<file path="config.mk">
export PLATFORM = sky130hd
export DESIGN_NAME = adc_sampler
export DESIGN_NICKNAME = d
export VERILOG_FILES = /design/src/rtl/adc_sampler_pkg.sv /design/src/rtl/adc_sampler_fifo.sv /design/src/rtl/adc_sampler.sv
export SDC_FILE = /design/constraint.sdc
export NUM_CORES = 1
export LEC_CHECK = 0
export ABC_AREA = 1
export ABC_CLOCK_PERIOD_IN_PS = 2650
export BUFFER_PORTS_ARGS = -buffer_cell sky130_fd_sc_hd__buf_4
export CAP_MARGIN = 20
export CORE_UTILIZATION = 37
export CTS_CLUSTER_SIZE = 28
export DETAILED_ROUTE_END_ITERATION = 10
export PLACE_DENSITY = 0.54
export SYNTH_ARGS = -nofsm -noshare
export SYNTH_HDL_FRONTEND = slang
export SYNTH_SLANG_ARGS = --single-unit
</file>
<file path="constraint.sdc">
create_clock -name clk -period 2.65 [get_ports clk]
set_clock_uncertainty 0.2 [all_clocks]
set_input_delay 0.53 -clock clk [delete_from_list [all_inputs] [get_ports clk]]
set_output_delay 0.53 -clock clk [all_outputs]
set_load 0.01 [all_outputs]
</file>
<file path="src/rtl/adc_sampler_pkg.sv">
// Shared types and widths for the ADC sampler: FSM state encoding,
// sample width and overrun counter width.
package adc_sampler_pkg;

  localparam int SAMPLE_W = 10;
  localparam int OVR_W    = 8;

  typedef enum logic [1:0] {
    S_IDLE   = 2'd0,
    S_START  = 2'd1,
    S_SETTLE = 2'd2,
    S_WAIT   = 2'd3
  } state_t;

endpackage

</file>
<file path="src/rtl/adc_sampler_fifo.sv">
// Synchronous sample FIFO with occupancy count; a push on a full FIFO is
// accepted only when a pop frees a slot in the same cycle, otherwise dropped.
module sample_fifo #(
  parameter  int DATA_W = 10,
  parameter  int DEPTH  = 16,
  localparam int AW     = $clog2(DEPTH),
  localparam int LW     = AW + 1
) (
  input  logic              clk,
  input  logic              rst_n,
  input  logic              push,
  input  logic [DATA_W-1:0] push_data,
  input  logic              pop,
  output logic [DATA_W-1:0] head_data,
  output logic              empty,
  output logic              full,
  output logic [LW-1:0]     level,
  output logic              drop
);

  logic [DATA_W-1:0] mem [DEPTH];
  logic [AW-1:0]     wr_ptr;
  logic [AW-1:0]     rd_ptr;
  logic              push_ok;
  logic              pop_ok;

  assign empty   = (level == '0);
  assign full    = (level == LW'(DEPTH));
  assign pop_ok  = pop && !empty;
  assign push_ok = push && (!full || pop_ok);
  assign drop    = push && !push_ok;

  // Head reads as zero while empty so no stale storage leaks to the port.
  assign head_data = empty ? '0 : mem[rd_ptr];

  always_ff @(posedge clk or negedge rst_n) begin
    if (!rst_n) begin
      wr_ptr <= '0;
      rd_ptr <= '0;
      level  <= '0;
    end else begin
      if (push_ok) wr_ptr <= wr_ptr + AW'(1);
      if (pop_ok)  rd_ptr <= rd_ptr + AW'(1);
      level <= level + LW'(push_ok) - LW'(pop_ok);
    end
  end

  always_ff @(posedge clk) begin
    if (push_ok) mem[wr_ptr] <= push_data;
  end

endmodule

</file>
<file path="src/rtl/adc_sampler.sv">
// Periodic MCP3002 sampler: tick timer, conversion FSM and sample FIFO.
// Optional macro ADC_SAMPLER_OVERRUN_CNT_EN enables the dropped-tick counter.
module adc_sampler
  import adc_sampler_pkg::*;
#(
  parameter int CLK_FREQ    = 27_000_000,
  parameter int SAMPLE_RATE = 50_000,
  parameter int FIFO_DEPTH  = 16,
  parameter int TIMEOUT     = 1023
) (
  input  logic                        clk,
  input  logic                        rst_n,
  input  logic                        run,
  output logic                        adc_enable,
  output logic                        adc_clear_available,
  input  logic                        adc_available,
  input  logic [SAMPLE_W-1:0]         adc_data,
  output logic [SAMPLE_W-1:0]         sample_data,
  output logic                        sample_valid,
  input  logic                        sample_ready,
  output logic [$clog2(FIFO_DEPTH):0] fifo_level,
  output logic                        overflow,
  output logic                        timeout_err,
  output logic [OVR_W-1:0]            overrun_cnt
);

  localparam int TICK_PERIOD = CLK_FREQ / SAMPLE_RATE;
  localparam int TICK_W      = $clog2(TICK_PERIOD);
  localparam int WAIT_W      = $clog2(TIMEOUT + 1);

  logic [TICK_W-1:0] tick_cnt;
  logic              tick;
  state_t            state_q;
  state_t            state_d;
  logic [WAIT_W-1:0] wait_cnt;
  logic              push;
  logic              timeout_hit;
  logic              fifo_empty;
  logic              fifo_full;
  logic              fifo_drop;

  // Sample-rate timer: free-runs only while run is high.
  assign tick = run && (tick_cnt == TICK_W'(TICK_PERIOD - 1));

  always_ff @(posedge clk or negedge rst_n) begin
    if (!rst_n)    tick_cnt <= '0;
    else if (!run) tick_cnt <= '0;
    else if (tick) tick_cnt <= '0;
    else           tick_cnt <= tick_cnt + TICK_W'(1);
  end

  always_ff @(posedge clk or negedge rst_n) begin
    if (!rst_n) state_q <= S_IDLE;
    else        state_q <= state_d;
  end

  always_comb begin
    state_d             = state_q;
    adc_enable          = 1'b0;
    adc_clear_available = 1'b0;
    push                = 1'b0;
    timeout_hit         = 1'b0;
    unique case (state_q)
      S_IDLE: if (tick) state_d = S_START;
      S_START: begin
        adc_enable          = 1'b1;
        adc_clear_available = 1'b1;
        state_d             = S_SETTLE;
      end
      // The completion flag may still show the previous result this cycle.
      S_SETTLE: state_d = S_WAIT;
      S_WAIT: begin
        if (adc_available) begin
          push    = 1'b1;
          state_d = S_IDLE;
        end else if (wait_cnt == WAIT_W'(TIMEOUT - 1)) begin
          timeout_hit = 1'b1;
          state_d     = S_IDLE;
        end
      end
      default: state_d = S_IDLE;
    endcase
  end

  // Counts completed WAIT cycles; TIMEOUT cycles in WAIT without completion abort.
  always_ff @(posedge clk or negedge rst_n) begin
    if (!rst_n)                  wait_cnt <= '0;
    else if (state_q == S_START) wait_cnt <= '0;
    else if (state_q == S_WAIT)  wait_cnt <= wait_cnt + WAIT_W'(1);
  end

  always_ff @(posedge clk or negedge rst_n) begin
    if (!rst_n) begin
      overflow    <= 1'b0;
      timeout_err <= 1'b0;
    end else begin
      overflow    <= overflow | fifo_drop;
      timeout_err <= timeout_err | timeout_hit;
    end
  end

`ifdef ADC_SAMPLER_OVERRUN_CNT_EN
  logic drop_tick;
  assign drop_tick = tick && (state_q != S_IDLE);

  always_ff @(posedge clk or negedge rst_n) begin
    if (!rst_n)                                  overrun_cnt <= '0;
    else if (drop_tick && (overrun_cnt != '1))   overrun_cnt <= overrun_cnt + OVR_W'(1);
  end
`else
  assign overrun_cnt = '0;
`endif

  sample_fifo #(
    .DATA_W (SAMPLE_W),
    .DEPTH  (FIFO_DEPTH)
  ) u_fifo (
    .clk       (clk),
    .rst_n     (rst_n),
    .push      (push),
    .push_data (adc_data),
    .pop       (sample_ready),
    .head_data (sample_data),
    .empty     (fifo_empty),
    .full      (fifo_full),
    .level     (fifo_level),
    .drop      (fifo_drop)
  );

  assign sample_valid = !fifo_empty;

  // Full is implied by the drop indication; kept on the FIFO for completeness.
  logic unused_full;
  assign unused_full = fifo_full;

endmodule

</file>
* After elaboration in Yosys (flattened, before gate mapping)
Memories as Yosys holds them, arrays and structs flattened.
Cells that the tools add are included.
** Storage, ports and cells
- Bits in registers :: 37
- Input port bits :: 15
- Output and inout port bits :: 28
- RAM bits :: 160
- Memories kept :: 1
** Operators by class
- Mux-type cells :: 17
- Equality and inequality tests :: 8
- Reduce and logical (&&, ||, !) cells :: 12
- Bitwise logic cells :: 2
- Add/subtract/negate cells :: 6
** Memory list
- u_fifo.mem :: words 16, width 10, rd ports 1, clocked after memory_dff 0, wr ports 1, RTL line adc_sampler_fifo.sv:21 : logic [DATA_W-1:0] mem [DEPTH];
** Operator list (count)
- $mux W10 :: 5
- $add A10 B1 Y10 const B :: 2
- $eq A10 B10 Y1 const B :: 2
- $add A4 B1 Y4 const B :: 2
- $mux W1 :: 8
- $pmux W2 S4 :: 1
- $mux W2 :: 3
- $add A5 B1 Y5 :: 1
- $eq A5 B5 Y1 const B :: 1
- $logic_not A5 Y1 :: 1
- $sub A5 B1 Y5 :: 1
- $eq A2 B2 Y1 const B :: 2
- $logic_and A1 B1 Y1 :: 4
- $logic_not A1 Y1 :: 3
- $ne A3 B3 Y1 const B :: 1
- $eq A2 B1 Y1 const B :: 1
- $logic_not A2 Y1 :: 1
- $ne A2 B2 Y1 const B :: 1
- $or A1 B1 Y1 :: 2
- $reduce_and A2 Y1 :: 1
- $reduce_bool A2 Y1 :: 1
- $logic_or A1 B1 Y1 :: 1

* Logic depth before layout (Yosys ltp)
- Word-level depth :: 8
- Mapped depth :: 15
- Gate-level depth less buffers :: 15

* Hierarchy
A second synthesis with hierarchy kept.
** Second synthesis, totals
- Cell total of the unflattened synthesis :: 802
- Area total of the unflattened synthesis :: 8724.6 um^2
** By module, submodules not included
- sample_fifo :: area an instance 7342.0 um^2, seq. area each 5129.9 um^2, instances 1, cells an instance 629
- adc_sampler :: area an instance 1382.6 um^2, seq. area each 600.6 um^2, instances 1, cells an instance 173

* Least setup slack after synthesis
Ideal clock, no wire load.
- Path kind :: flip-flop to flip-flop
- Start point :: register u_fifo.level[3]
- End point :: register u_fifo.level[4]
- Path buffers :: 0
- Period minus slack after synthesis :: 2.729 ns
- Stages on the path, launching flop included :: 16
- Arrival time :: 2.450 ns
- Data required time :: 2.371 ns
- Setup slack :: -0.079 ns
- Cell sequence :: dfrtp_1 > inv_1 > ha_1 > nand2_1 > nor2_4 > nand2_1 > nand2_1 > inv_1 > ha_1 > inv_1 > ha_1 > fa_1 > a21oi_1 > nor2_1 > nor2_1 > xor2_1
** On the way
- Longest elaborated chain between the ends :: 7
- Elaborated cells on any way between the ends :: 9
- Those cells by class :: add/sub: 2; eq/ne: 1; reduce/logical: 6
** Ends and longest elaborated chain
- start: declaration :: RTL line adc_sampler_fifo.sv:17 : output logic [LW-1:0] level,
- start signal: assignment :: RTL line adc_sampler_fifo.sv:44 : level <= level + LW'(push_ok) - LW'(pop_ok);
- $logic_not A5 Y1 (*) :: RTL line adc_sampler_fifo.sv:27 : assign empty = (level == '0);
- $logic_not A1 Y1 (*)
- named net sample_valid :: RTL line adc_sampler.sv:19 : output logic sample_valid,
- $logic_and A1 B1 Y1 (*) :: RTL line adc_sampler_fifo.sv:29 : assign pop_ok = pop && !empty;
- named net u_fifo.pop_ok :: RTL line adc_sampler_fifo.sv:25 : logic pop_ok;
- $logic_or A1 B1 Y1 :: RTL line adc_sampler_fifo.sv:30 : assign push_ok = push && (!full || pop_ok);
- $logic_and A1 B1 Y1 :: RTL line adc_sampler_fifo.sv:30
- $add A5 B1 Y5 :: RTL line adc_sampler_fifo.sv:44
- $sub A5 B1 Y5 (*) :: RTL line adc_sampler_fifo.sv:44
Mark *: on every way through the listed nets, which the timed path passes. The rest lies on a longest branch.
A chain may end at the register's enable or synchronous reset.

* Worst setup path in the final report
- Start point :: register u_fifo.rd_ptr[0]
- End point :: output port sample_data[1]
** On the way
- Longest elaborated chain between the ends :: 2
** Ends and longest elaborated chain
- start: declaration :: RTL line adc_sampler_fifo.sv:23 : logic [AW-1:0] rd_ptr;
- start signal: assignment :: RTL line adc_sampler_fifo.sv:43 : if (pop_ok) rd_ptr <= rd_ptr + AW'(1);
- $mem_v2 Z16 W10
- $mux W10 :: RTL line adc_sampler_fifo.sv:34 : assign head_data = empty ? '0 : mem[rd_ptr];
- end: declaration :: RTL line adc_sampler.sv:18 : output logic [SAMPLE_W-1:0] sample_data,
Every way passes these cells.

==> qor.yml <==
crit_top_cell: "nand2_1"
die_y_um: 154
utilization_pct: 46.0
clk_latency_ns: 0.43
viasPerCell: 4.94
grt_use_total_pct: 17.8
startpoint: "u_fifo.rd_ptr[0]"
htree_levels: 4
synth_area_um2: 8570
syn_avg_cell_area_um2: 10.9
holdCritPathClass: "in2reg"
rows: 55
cts.path.max_buffers: 2
worstHoldStart: "adc_available"
worst-setup-path-type: "reg2out"
place_congestion: 0.786
grt_pass1_vias: 5542
wl_met1_um: 9160
crit_fanout: 10
end_kind: "primary output"
cpMaxStageDelayCell: "dfrtp_2"
power_frac_seq_pct: 34.2
grt-ovfl-total: 0
start_util_pct: 37.8
antenna_left: 0
placed_area_um2: 9330
powerDensity_nw_per_um2: 1040
pre_cts_ws_ns: 0.0694
critPathLaunchType: "register"
fin_ws_ns: -0.0922
hpwlAfterDp_um: 12500
grt_pass1_wl_um: 31400
max_stage_delay_ns: 0.49
combPwrFrac_pct: 42.5
wl_met3_um: 744
crit_chain: "clkinv_8, clkbuf_16, nand2_1, nand3_1, nand3_1, nand2_1, nand2_1, a21oi_2, buf_4"
die_x_um: 154
hold_viol_final: 0
r2r-start: "u_fifo.level[3]"
place_inst: 1112
cp.arrival_ns: 2.01
drt_iter0_markers: 334
coreArea_um2: 22600
cts.sink_count: 197
switching_share_pct: 38.0
status: "finished with violations"
peakVddDrop_mv: 0.470
clkTransAtPathRegs_ns: 0.08
wl_met2_um: 10100
cp.required_ns: 1.92
clock.fmax_mhz: 365
crit_buf_inv: 3
cts_tree: "yes"
stdcell_count: 1159
syn-instance-count: 784
ys_ff_latch: 197
p_leak_nw: 4.16
min_period_ns: 2.74
post-route-period-util_pct: 103
p_sw_mw: 4.14
totalWireLength_um: 20400
rsz0062_at_grt: "true"
drt_first_pass_iters: 5
finalSetupViolCount: 6
avgRoutedWirePerCell_um: 17.6
failed_checks: "negative setup slack"
vias: 5721
fin_area_um2: 10400
holdWs_ns: 0.174
grt_max_degree: 38
ys_types: 29
critical_path.top_delay_family: "flip-flops"
areaGrowthSynthToFinish_pct: 21.6
io_pins: 43
antenna_found_initial: 0
drive_gt1_share_pct: 20.4
maxUsedRoutingLayer: "met4"
die_area_um2: 23800
maxCapViolCount: 0
detail_route.drc_violations: 0
root_buffer: "clkbuf_16"
finalMaxSlewViolations: 0
ys_warn_count: 0
power.internal_mw: 6.75
diodes: 0
pwr-share-clk_pct: 23.3
portBuffers: 34
yosysSeqAreaShare_pct: 66.9
cts_buffers: 17
power_mw: 10.9
tns_ns: -0.242
num-nets-final: 896
==> synthesized netlist by cell type <==
cell,n,share of area [%]
o21ai_0,10,0.58
a21oi_1,17,0.99
clkbuf_1,7,0.31
or2_2,1,0.073
buf_4,17,1.5
ha_1,19,2.8
buf_2,13,0.76
nand2_4,1,0.13
xnor2_1,2,0.20
fa_1,1,0.23
inv_1,39,1.7
buf_6,1,0.13
nor2_4,2,0.26
a21oi_4,1,0.19
buf_1,3,0.13
nor3_4,2,0.38
nand3_1,132,7.7
edfxtp_1,160,56
inv_4,1,0.073
dfrtp_1,37,11
nor3_1,9,0.53
conb_1,1,0.044
nor2_1,40,1.8
o21bai_1,2,0.18
nand2_1,250,11
a31oi_1,1,0.073
nor3b_1,1,0.088
clkinv_1,1,0.044
xor2_1,13,1.3
==> power groups by stage <==
stage                     clock network [mW]  logic (mW)  registers, mW
after floorplan                            0        2.45           3.77
after global placement                     0        3.78           3.77
after detailed placement                   0        3.79           3.78
after CTS                               2.60        4.28           3.72
after global routing                    2.73        5.08           3.76
final                                   2.54        4.62           3.72
==> worst paths after layout <==
path | to | slack (ns) | cells past startpoint
setup / recovery | sample_data[1] | -0.09 | 9
max in group asynchronous | u_fifo.rd_ptr[0] | 1.49 | 2
hold / removal | timeout_err | 0.17 | 4
min in group asynchronous | state_q[1] | 0.40 | 2
setup reg to reg | u_fifo.level[4] | 0.12 | 15
hold reg to reg | tick_cnt[0] | 0.26 | 1
==> worst min-delay path, delay by kind of cell <==
| family | cells | cell delay (ns) |
|---|---|---|
| buf+inv | 2 | 0.12 |
| simple gates | 1 | 0.05 |
| compound gates | 1 | 0.07 |
==> state kept, by name, summed over array words and instances, names as in the netlist <==
signal         flops
u_fifo.mem       160
u_fifo.wr_ptr      4
tick_cnt          10
overflow           1
wait_cnt          10
u_fifo.level       5
u_fifo.rd_ptr      4
state_q            2
timeout_err        1
==> cells by family after synthesis <==
logic type	synth area share (%)
AO/OA/AOI/OAI	2.02
XOR/XNOR	1.53
adder cells (fa/ha/maj)	3.01
buffers and inverters	4.64
flip-flops	66.9
other	0.0438
AND/OR/NAND/NOR	21.9
==> cell usage in the layout, fill, tap and decap left out, types with 2 or more instances in the layout <==
| master | netlist | layout |
|---|---|---|
| nand2_1 | 250 | 236 |
| edfxtp_1 | 160 | 160 |
| nand3_1 | 132 | 117 |
| buf_4 | 17 | 72 |
| nor2_1 | 40 | 40 |
| inv_1 | 39 | 36 |
| dfrtp_1 | 37 | 36 |
| clkbuf_16 | 0 | 20 |
| ha_1 | 19 | 16 |
| nand3_2 | 0 | 15 |
| nand2_2 | 0 | 14 |
| xor2_1 | 13 | 13 |
| o21ai_0 | 10 | 10 |
| nor3_1 | 9 | 9 |
| a21oi_2 | 0 | 8 |
| conb_1 | 1 | 8 |
| a21oi_1 | 17 | 7 |
| inv_6 | 0 | 7 |
| buf_6 | 1 | 6 |
| clkinv_8 | 0 | 5 |
| buf_12 | 0 | 5 |
| buf_16 | 0 | 4 |
| a21oi_4 | 1 | 3 |
| inv_2 | 0 | 3 |
| nor2_4 | 2 | 2 |
| xnor2_1 | 2 | 2 |
| o21bai_1 | 2 | 2 |
| nor3_4 | 2 | 2 |
| ha_4 | 0 | 2 |
| inv_8 | 0 | 2 |
==> final cells by class <==
type | instances | area (µm²)
clock buffers | 18 | 429
clock inverters | 14 | 158
fillers | 2102 | 12200
inverters | 41 | 169
multi-input cells | 512 | 2660
flip-flops and latches | 197 | 5730
well taps | 285 | 357
repair buffers | 92 | 918
==> timing repair <==
item | CTS | global route
gates cloned | 4 | 3
pin swaps | 3 | 14
hold buffers | 1 | 0
hold endpoints to repair | 37 | 0
setup buffers | 4 | 4
endpoints found under the setup margin | 10 | 11
gates resized for setup | 23 | 44
==> routing by layer <==
| metal | GRT usage, % | vias to the layer above |
|---|---|---|
| li1 | - | 2801 |
| met1 | 23.1 | 2794 |
| met2 | 30.2 | 107 |
| met3 | 3.25 | 19 |
| met4 | 5.95 | 0 |
| met5 | 0 | - |
(Power assumes the default switching activity.)
